$ cat src/rtl/sfx_pkg.sv
// sfx_pkg: shared constants and helpers for the sound-effect tone player.
//   NOTE_C/D/E/G : default per-channel step dividers (clk cycles per ROM step)
//   DUR_DEFAULT  : default channel sounding time (100 ms at 50 MHz)
//   ch_w()       : channel index width, never narrower than one bit
//   mid_val()    : mid-scale (silent) sample value for a given sample width
package sfx_pkg;

  localparam logic [15:0] NOTE_C = 16'h0BAA;
  localparam logic [15:0] NOTE_D = 16'h0A64;
  localparam logic [15:0] NOTE_E = 16'h0941;
  localparam logic [15:0] NOTE_G = 16'h07C9;

  localparam logic [23:0] DUR_DEFAULT = 24'd5_000_000;

  function automatic int ch_w(input int num_ch);
    return (num_ch > 1) ? $clog2(num_ch) : 1;
  endfunction

  function automatic int mid_val(input int sample_w);
    return 1 << (sample_w - 1);
  endfunction

endpackage

$ cat src/rtl/sfx_wave_rom.sv
// sfx_wave_rom: one-period sine table with a registered read port.
//   clk    : clock
//   rst_n  : asynchronous active-low reset, output returns to mid-scale
//   en     : high while a tone is sounding; low forces mid-scale output
//   addr   : table index (2^ADDR_W samples per period)
//   sample : registered sample, ROM[addr] when en, else mid-scale
// The table is computed at elaboration from a quadrant-folded Taylor series,
// so no memory initialisation file is needed.
module sfx_wave_rom
  import sfx_pkg::*;
#(
  parameter int ADDR_W   = 5,
  parameter int SAMPLE_W = 4
) (
  input  logic                clk,
  input  logic                rst_n,
  input  logic                en,
  input  logic [ADDR_W-1:0]   addr,
  output logic [SAMPLE_W-1:0] sample
);

  localparam int DEPTH = 1 << ADDR_W;
  localparam real PI = 3.14159265358979323846;
  localparam logic [SAMPLE_W-1:0] MID = SAMPLE_W'(mid_val(SAMPLE_W));

  // Taylor series, only ever evaluated on [0, pi/2] where it converges fast.
  function automatic real sin_q1(input real x);
    real term;
    real acc;
    real x2;
    term = x;
    acc  = x;
    x2   = x * x;
    for (int n = 1; n < 9; n++) begin
      term = -term * x2 / real'((2 * n) * (2 * n + 1));
      acc  = acc + term;
    end
    return acc;
  endfunction

  // Round half up; the tiny bias keeps exact .5 points (k = 0, DEPTH/2) from
  // falling below the boundary through floating-point noise.
  function automatic int round_half_up(input real v);
    return $rtoi(v + 0.5 + 1.0e-9);
  endfunction

  function automatic int sat_sample(input int v);
    int top;
    top = (1 << SAMPLE_W) - 1;
    if (v < 0)   return 0;
    if (v > top) return top;
    return v;
  endfunction

  function automatic logic [SAMPLE_W-1:0] wave_entry(input int k);
    int  half;
    int  quarter;
    int  kf;
    real s;
    real amp;
    half    = DEPTH / 2;
    quarter = DEPTH / 4;
    amp     = real'((1 << SAMPLE_W) - 1) / 2.0;
    kf      = (half > 0) ? (k % half) : 0;
    if (kf > quarter) kf = half - kf;
    s = sin_q1(2.0 * PI * real'(kf) / real'(DEPTH));
    if (k >= half) s = -s;
    return SAMPLE_W'(sat_sample(round_half_up(amp + amp * s)));
  endfunction

  logic [SAMPLE_W-1:0] rom_tbl [DEPTH];

  for (genvar gk = 0; gk < DEPTH; gk++) begin : g_tbl
    localparam logic [SAMPLE_W-1:0] ENTRY = wave_entry(gk);
    assign rom_tbl[gk] = ENTRY;
  end

  // ---- stage p1: registered sample ----
  always_ff @(posedge clk or negedge rst_n) begin
    if (!rst_n) begin
      sample <= MID;
    end else begin
      sample <= en ? rom_tbl[addr] : MID;
    end
  end

endmodule

$ cat src/rtl/sfx_tone_player.sv
// sfx_tone_player: multi-channel sound-effect tone player.
//   clk50mhz     : 50 MHz system clock
//   reset_button : asynchronous active-low reset
//   trigger      : per-channel event level; a rising edge starts/restarts it
//   stop_all     : synchronous silence-and-clear of every channel
//   tono         : registered waveform sample to the DAC pins
//   busy         : high while any channel is pending
//   active_ch    : index of the channel that owns the tone engine
//   done         : one-cycle pulse when a channel's duration runs out
// Each channel runs its own duration timer; the lowest-index pending channel
// owns the shared step divider and waveform ROM.
module sfx_tone_player
  import sfx_pkg::*;
#(
  parameter int NUM_CH   = 4,
  parameter int DIV_W    = 16,
  parameter int DUR_W    = 24,
  parameter int ADDR_W   = 5,
  parameter int SAMPLE_W = 4,
  parameter logic [NUM_CH*DIV_W-1:0] STEP_DIV = {NOTE_G, NOTE_E, NOTE_D, NOTE_C},
  parameter logic [NUM_CH*DUR_W-1:0] DURATION = {4{DUR_DEFAULT}},
  localparam int CH_W = ch_w(NUM_CH)
) (
  input  logic                clk50mhz,
  input  logic                reset_button,
  input  logic [NUM_CH-1:0]   trigger,
  input  logic                stop_all,
  output logic [SAMPLE_W-1:0] tono,
  output logic                busy,
  output logic [CH_W-1:0]     active_ch,
  output logic [NUM_CH-1:0]   done
);

  logic [NUM_CH-1:0] trig_q;
  logic [NUM_CH-1:0] start;
  logic [NUM_CH-1:0] pending;
  logic [NUM_CH-1:0] pending_nx;
  logic [NUM_CH-1:0] done_nx;
  logic [CH_W-1:0]   owner_nx;
  logic              busy_nx;
  logic              vld_p0;
  logic [DIV_W-1:0]  div_tab [NUM_CH];
  logic [DIV_W-1:0]  cur_div;
  logic [DIV_W-1:0]  cnt_p0;
  logic [DIV_W-1:0]  cnt_nx;
  logic [ADDR_W-1:0] addr_p0;
  logic [ADDR_W-1:0] addr_nx;

  // Per-channel edge detect and duration timers.
  for (genvar gi = 0; gi < NUM_CH; gi++) begin : g_ch
    localparam logic [DIV_W-1:0] DIV_I = STEP_DIV[gi*DIV_W +: DIV_W];
    localparam logic [DUR_W-1:0] DUR_I = DURATION[gi*DUR_W +: DUR_W];

    if (DIV_I < DIV_W'(2)) begin : g_bad_div
      $error("sfx_tone_player: STEP_DIV of channel %0d must be at least 2", gi);
    end
    if (DUR_I == '0) begin : g_bad_dur
      $error("sfx_tone_player: DURATION of channel %0d must be at least 1", gi);
    end

    logic [DUR_W-1:0] remaining;
    logic [DUR_W-1:0] rem_nx;
    logic             pend_nx;
    logic             exp_nx;

    assign div_tab[gi] = DIV_I;
    assign start[gi]   = trigger[gi] & ~trig_q[gi];

    // stop_all beats a same-cycle start; a start beats a same-cycle expiry.
    always_comb begin
      pend_nx = pending[gi];
      rem_nx  = remaining;
      exp_nx  = 1'b0;
      if (stop_all) begin
        pend_nx = 1'b0;
        rem_nx  = '0;
      end else if (start[gi]) begin
        pend_nx = 1'b1;
        rem_nx  = DUR_I;
      end else if (pending[gi]) begin
        if (remaining == DUR_W'(1)) begin
          pend_nx = 1'b0;
          rem_nx  = '0;
          exp_nx  = 1'b1;
        end else begin
          rem_nx = remaining - DUR_W'(1);
        end
      end
    end

    always_ff @(posedge clk50mhz or negedge reset_button) begin
      if (!reset_button) begin
        remaining <= '0;
      end else begin
        remaining <= rem_nx;
      end
    end

    assign pending_nx[gi] = pend_nx;
    assign done_nx[gi]    = exp_nx;
  end

  // Fixed priority on next-state pending so owner and pending register together.
  always_comb begin
    owner_nx = '0;
    for (int i = NUM_CH - 1; i >= 0; i--) begin
      if (pending_nx[i]) owner_nx = CH_W'(i);
    end
    busy_nx = |pending_nx;
  end

  assign cur_div = div_tab[active_ch];

  // Phase restarts on any ownership change, including idle -> busy.
  always_comb begin
    cnt_nx  = cnt_p0;
    addr_nx = addr_p0;
    if (!busy_nx || !vld_p0 || (owner_nx != active_ch)) begin
      cnt_nx  = '0;
      addr_nx = '0;
    end else if (cnt_p0 == cur_div - DIV_W'(1)) begin
      cnt_nx  = '0;
      addr_nx = addr_p0 + ADDR_W'(1);
    end else begin
      cnt_nx = cnt_p0 + DIV_W'(1);
    end
  end

  // ---- stage p0: channel state, owner and ROM address ----
  always_ff @(posedge clk50mhz or negedge reset_button) begin
    if (!reset_button) begin
      trig_q    <= '0;
      pending   <= '0;
      done      <= '0;
      active_ch <= '0;
      vld_p0    <= 1'b0;
      cnt_p0    <= '0;
      addr_p0   <= '0;
    end else begin
      trig_q    <= trigger;
      pending   <= pending_nx;
      done      <= done_nx;
      active_ch <= owner_nx;
      vld_p0    <= busy_nx;
      cnt_p0    <= cnt_nx;
      addr_p0   <= addr_nx;
    end
  end

  assign busy = vld_p0;

  sfx_wave_rom #(
    .ADDR_W   (ADDR_W),
    .SAMPLE_W (SAMPLE_W)
  ) u_rom (
    .clk    (clk50mhz),
    .rst_n  (reset_button),
    .en     (vld_p0),
    .addr   (addr_p0),
    .sample (tono)
  );

endmodule

$ cat config.mk
export PLATFORM = sky130hd
export DESIGN_NAME = sfx_tone_player
export DESIGN_NICKNAME = d
export VERILOG_FILES = /design/src/rtl/sfx_pkg.sv /design/src/rtl/sfx_wave_rom.sv /design/src/rtl/sfx_tone_player.sv
export SDC_FILE = /design/constraint.sdc
export NUM_CORES = 1
export LEC_CHECK = 0
export ABC_CLOCK_PERIOD_IN_PS = 6000
export CORE_MARGIN = 2
export CORE_UTILIZATION = 35
export DETAILED_ROUTE_END_ITERATION = 7
export GPL_TIMING_DRIVEN = 0
export SLEW_MARGIN = 20
export SYNTH_ARGS = -nofsm -noshare
export SYNTH_HDL_FRONTEND = slang
export SYNTH_SLANG_ARGS = --single-unit
$ cat constraint.sdc
create_clock -name clk50mhz -period 6 [get_ports clk50mhz]
set_clock_uncertainty 0.15 [all_clocks]
set_input_delay 0.6 -clock clk50mhz [delete_from_list [all_inputs] [get_ports clk50mhz]]
set_output_delay 0.6 -clock clk50mhz [all_outputs]
set_load 0.005 [all_outputs]
==> qor.txt <==
Die Area - 24500 sq um
Layout Nets - 955
most used flip-flop cell after synthesis - dfrtp_1
# clock sinks - 136
post-route ant nets - 0
Slew Limit Headroom - 25.9%
Hold WC Path Type - flip-flop to flip-flop
Final Wtd Congestion - 0.845
syn_nets - 918
I/O Pins - 18
Layout fillers - 2260
DR DRC count - 0
most common cell after layout, fill and taps aside - dfrtp_1
fin util - 40.7%
postcts setup bufs - 0
fmax - 315 MHz
footprint of the multi-input gates - 4420 sq um
Place WS - 2.83 ns
fin crit share - 52.9%
Syn Inst Count - 888
Cell Pwr Density - 276 nW/um^2
Vias/cell - 5.69
Iter 0 DRT Violations - 569
Post-synth EDFFs - 0
Syn-to-layout area delta - 13.6%
Arrival @ worst endpoint - 3.32 ns
die width - 156 um
final setup violation count - 0
worst-path fanout max - 11
leakage - 0.00378 uW
dpl cell area - 8680 sq um
final hold violation count - 0
sequential area share after synthesis - 41.9%
fin. max-slew vios - 0
#FFs+latches synth - 136
clk slew on worst S/H paths - 0.06 ns
Crit Path Class - flip-flop to flip-flop
RSZ-0062 raised after global routing - no
Sum Neg Setup Slack - 0 ns
routed len/inst - 16.4 um
CTS Buffer Depth - 2
largest net degree at the start of global routing - 83
Die Y-Extent - 156 um
share of cells above drive strength 1 - 11.6%
FF/Latch Area - 3400 sq um
Port-buffer cells - 16
vias in the first global route - 6614
Skew-Pair Late Insertion Delay - 0.42 ns
DR pass1 iterations - 5
global-route wire length before repair - 33900 um
htree depth - 4
crit path from - active_ch[1]
Worst Setup Slack, final - 2.82 ns
Synth cell types - 78
initial antenna violation count - 0
Critical Path Source Type - flip-flop
flop-to-flop setup slack - 2.82 ns
antenna cell count - 0
RR Endpoint - addr_p0[4]
Synth async-reset ratio - 100%
maxcap violations - 0
routed vias - 6956
Yosys warnings - 0
Critical R2R Launch - active_ch[1]
status - finished, final reports clean
global route overflow - 0
CP Capture Type - flip-flop
CTS Buf Count - 17
post-route cell area - 9240 sq um
Total GRT Usage - 17.2%
Starting Density - 35.8%
commonest non-fill, non-tap cells in the layout - dfrtp_1 (135), o21ai_0 (106), nand2_1 (92), nor2_1 (82), nor3_1 (43)
mean post-synth cell area - 9.16 sq um
Row Count - 55
crit path time final - 3.18 ns
worst slew pin tran - 1.10 ns
CTS tree - done
FF-to-FF path depth - 10
Core Area - 22700 sq um
worst ir drop on vdd - 135 uV
Setup crit end - addr_p0[4]
routed wire length - 20100 um
post-synthesis instance area - 8130 sq um
Clock Root Buffer - clkbuf_16
Post-DP HPWL - 13700 um
worst endpoint required time - 6.15 ns
## layout make-up
cell class | instances | area share (%)
Buffer | 37 | 2.40
Clock inverter | 12 | 1.14
Multi-Input combinational cell | 693 | 47.9
Timing Repair Buffer | 18 | 2.19
Clock buffer | 19 | 4.79
Tap cell | 285 | 3.86
Sequential cell | 136 | 36.9
Inverter | 22 | 0.894
## cell usage after synthesis (all sizes together) (5+ instances only)
| master | n | share of area, % |
|---|---|---|
| nor3b | 7 | 0.71 |
| o21ai | 107 | 6.6 |
| nor4 | 41 | 5.7 |
| nor3 | 52 | 3.9 |
| a31oi | 25 | 1.9 |
| ha | 23 | 3.5 |
| a22o | 6 | 0.65 |
| a21o | 5 | 0.46 |
| xor2 | 10 | 1.1 |
| o31ai | 10 | 0.92 |
| nor2 | 84 | 3.9 |
| buf | 10 | 0.98 |
| nand2b | 7 | 0.54 |
| nand3 | 28 | 1.8 |
| nor2b | 9 | 0.69 |
| or3 | 11 | 0.85 |
| o41ai | 6 | 0.88 |
| nand4 | 18 | 1.6 |
| dfrtp | 135 | 42 |
| o22ai | 8 | 0.69 |
| nand2 | 94 | 4.4 |
| a21oi | 42 | 2.6 |
| clkbuf | 27 | 1.7 |
| and3 | 12 | 0.92 |
| a221oi | 13 | 1.4 |
| inv | 22 | 1.0 |
| mux2i | 6 | 0.83 |
| xnor2 | 14 | 1.5 |
## worst min path at each step
stage          cells past startpoint  slack (ns)                     to                   from
2_1_floorplan                      0        0.15           active_ch[0]           reset_button
3_3_place_gp                       1        0.32  g_ch[2].remaining[23]  g_ch[2].remaining[23]
3_5_place_dp                       1        0.33  g_ch[0].remaining[23]  g_ch[0].remaining[23]
4_1_cts                            1        0.34  g_ch[2].remaining[23]  g_ch[2].remaining[23]
5_1_grt                            1        0.37  g_ch[0].remaining[23]  g_ch[0].remaining[23]
6_report                           1        0.34  g_ch[2].remaining[15]  g_ch[2].remaining[15]
## cell families after synthesis
group	after synthesis	share of synthesized area (%)
AND/OR/NAND/NOR	392	28.2
flip-flops	136	41.9
AO/OA/AOI/OAI	248	19.3
XOR/XNOR	24	2.58
multiplexers	6	0.831
buffers and inverters	59	3.74
adder cells (fa/ha/maj)	23	3.54
## worst max-delay path, cell delays in order, from the launching register on
cell	delay [ns]
dfrtp_1	0.57
inv_1	0.22
ha_1	0.26
inv_1	0.07
ha_1	0.23
xnor2_1	0.12
or4_1	0.42
nor4_2	0.40
nand3_1	0.18
xor2_1	0.20
nor4_1	0.24
## layer usage
metal	routed length, um	vias up	track usage (%)
met5	0	-	0
met4	259	0	5.07
met3	648	23	3.21
met2	9400	140	27.5
met1	9780	3396	23.7
li1	-	3397	-
## metrics by stage
step | power [uW] | instances | hold WS (ns)
CTS | 2570 | 1222 | 0.340
finish | 2550 | 1222 | 0.341
detailed placement | 1570 | 1190 | 0.330
global route | 2680 | 1222 | 0.366
global placement | 1570 | 1189 | 0.316
floorplan | 1420 | 888 | 0.154
## what timing repair did
action	CTS	global route
resized for setup	0	0
hold buffers	1	0
hold endpoints to repair	54	0
## report_power, final
group | switching [uW] | leakage (uW) | internal [uW]
sequential | 67.9 | 0.00184 | 972
combinational | 338 | 0.00169 | 184
clock | 408 | 0.000257 | 576
total | 813 | 0.00378 | 1730
## sequential cells by signal, summed over array words and instances (netlist names)
signal / flops
pending: 4
done: 4
cnt_p0: 16
u_rom.sample: 4
addr_p0: 5
busy: 1
trig_q: 4
active_ch: 2
g_ch.remaining: 96
Note: power is estimated with default switching activity, not from simulation.
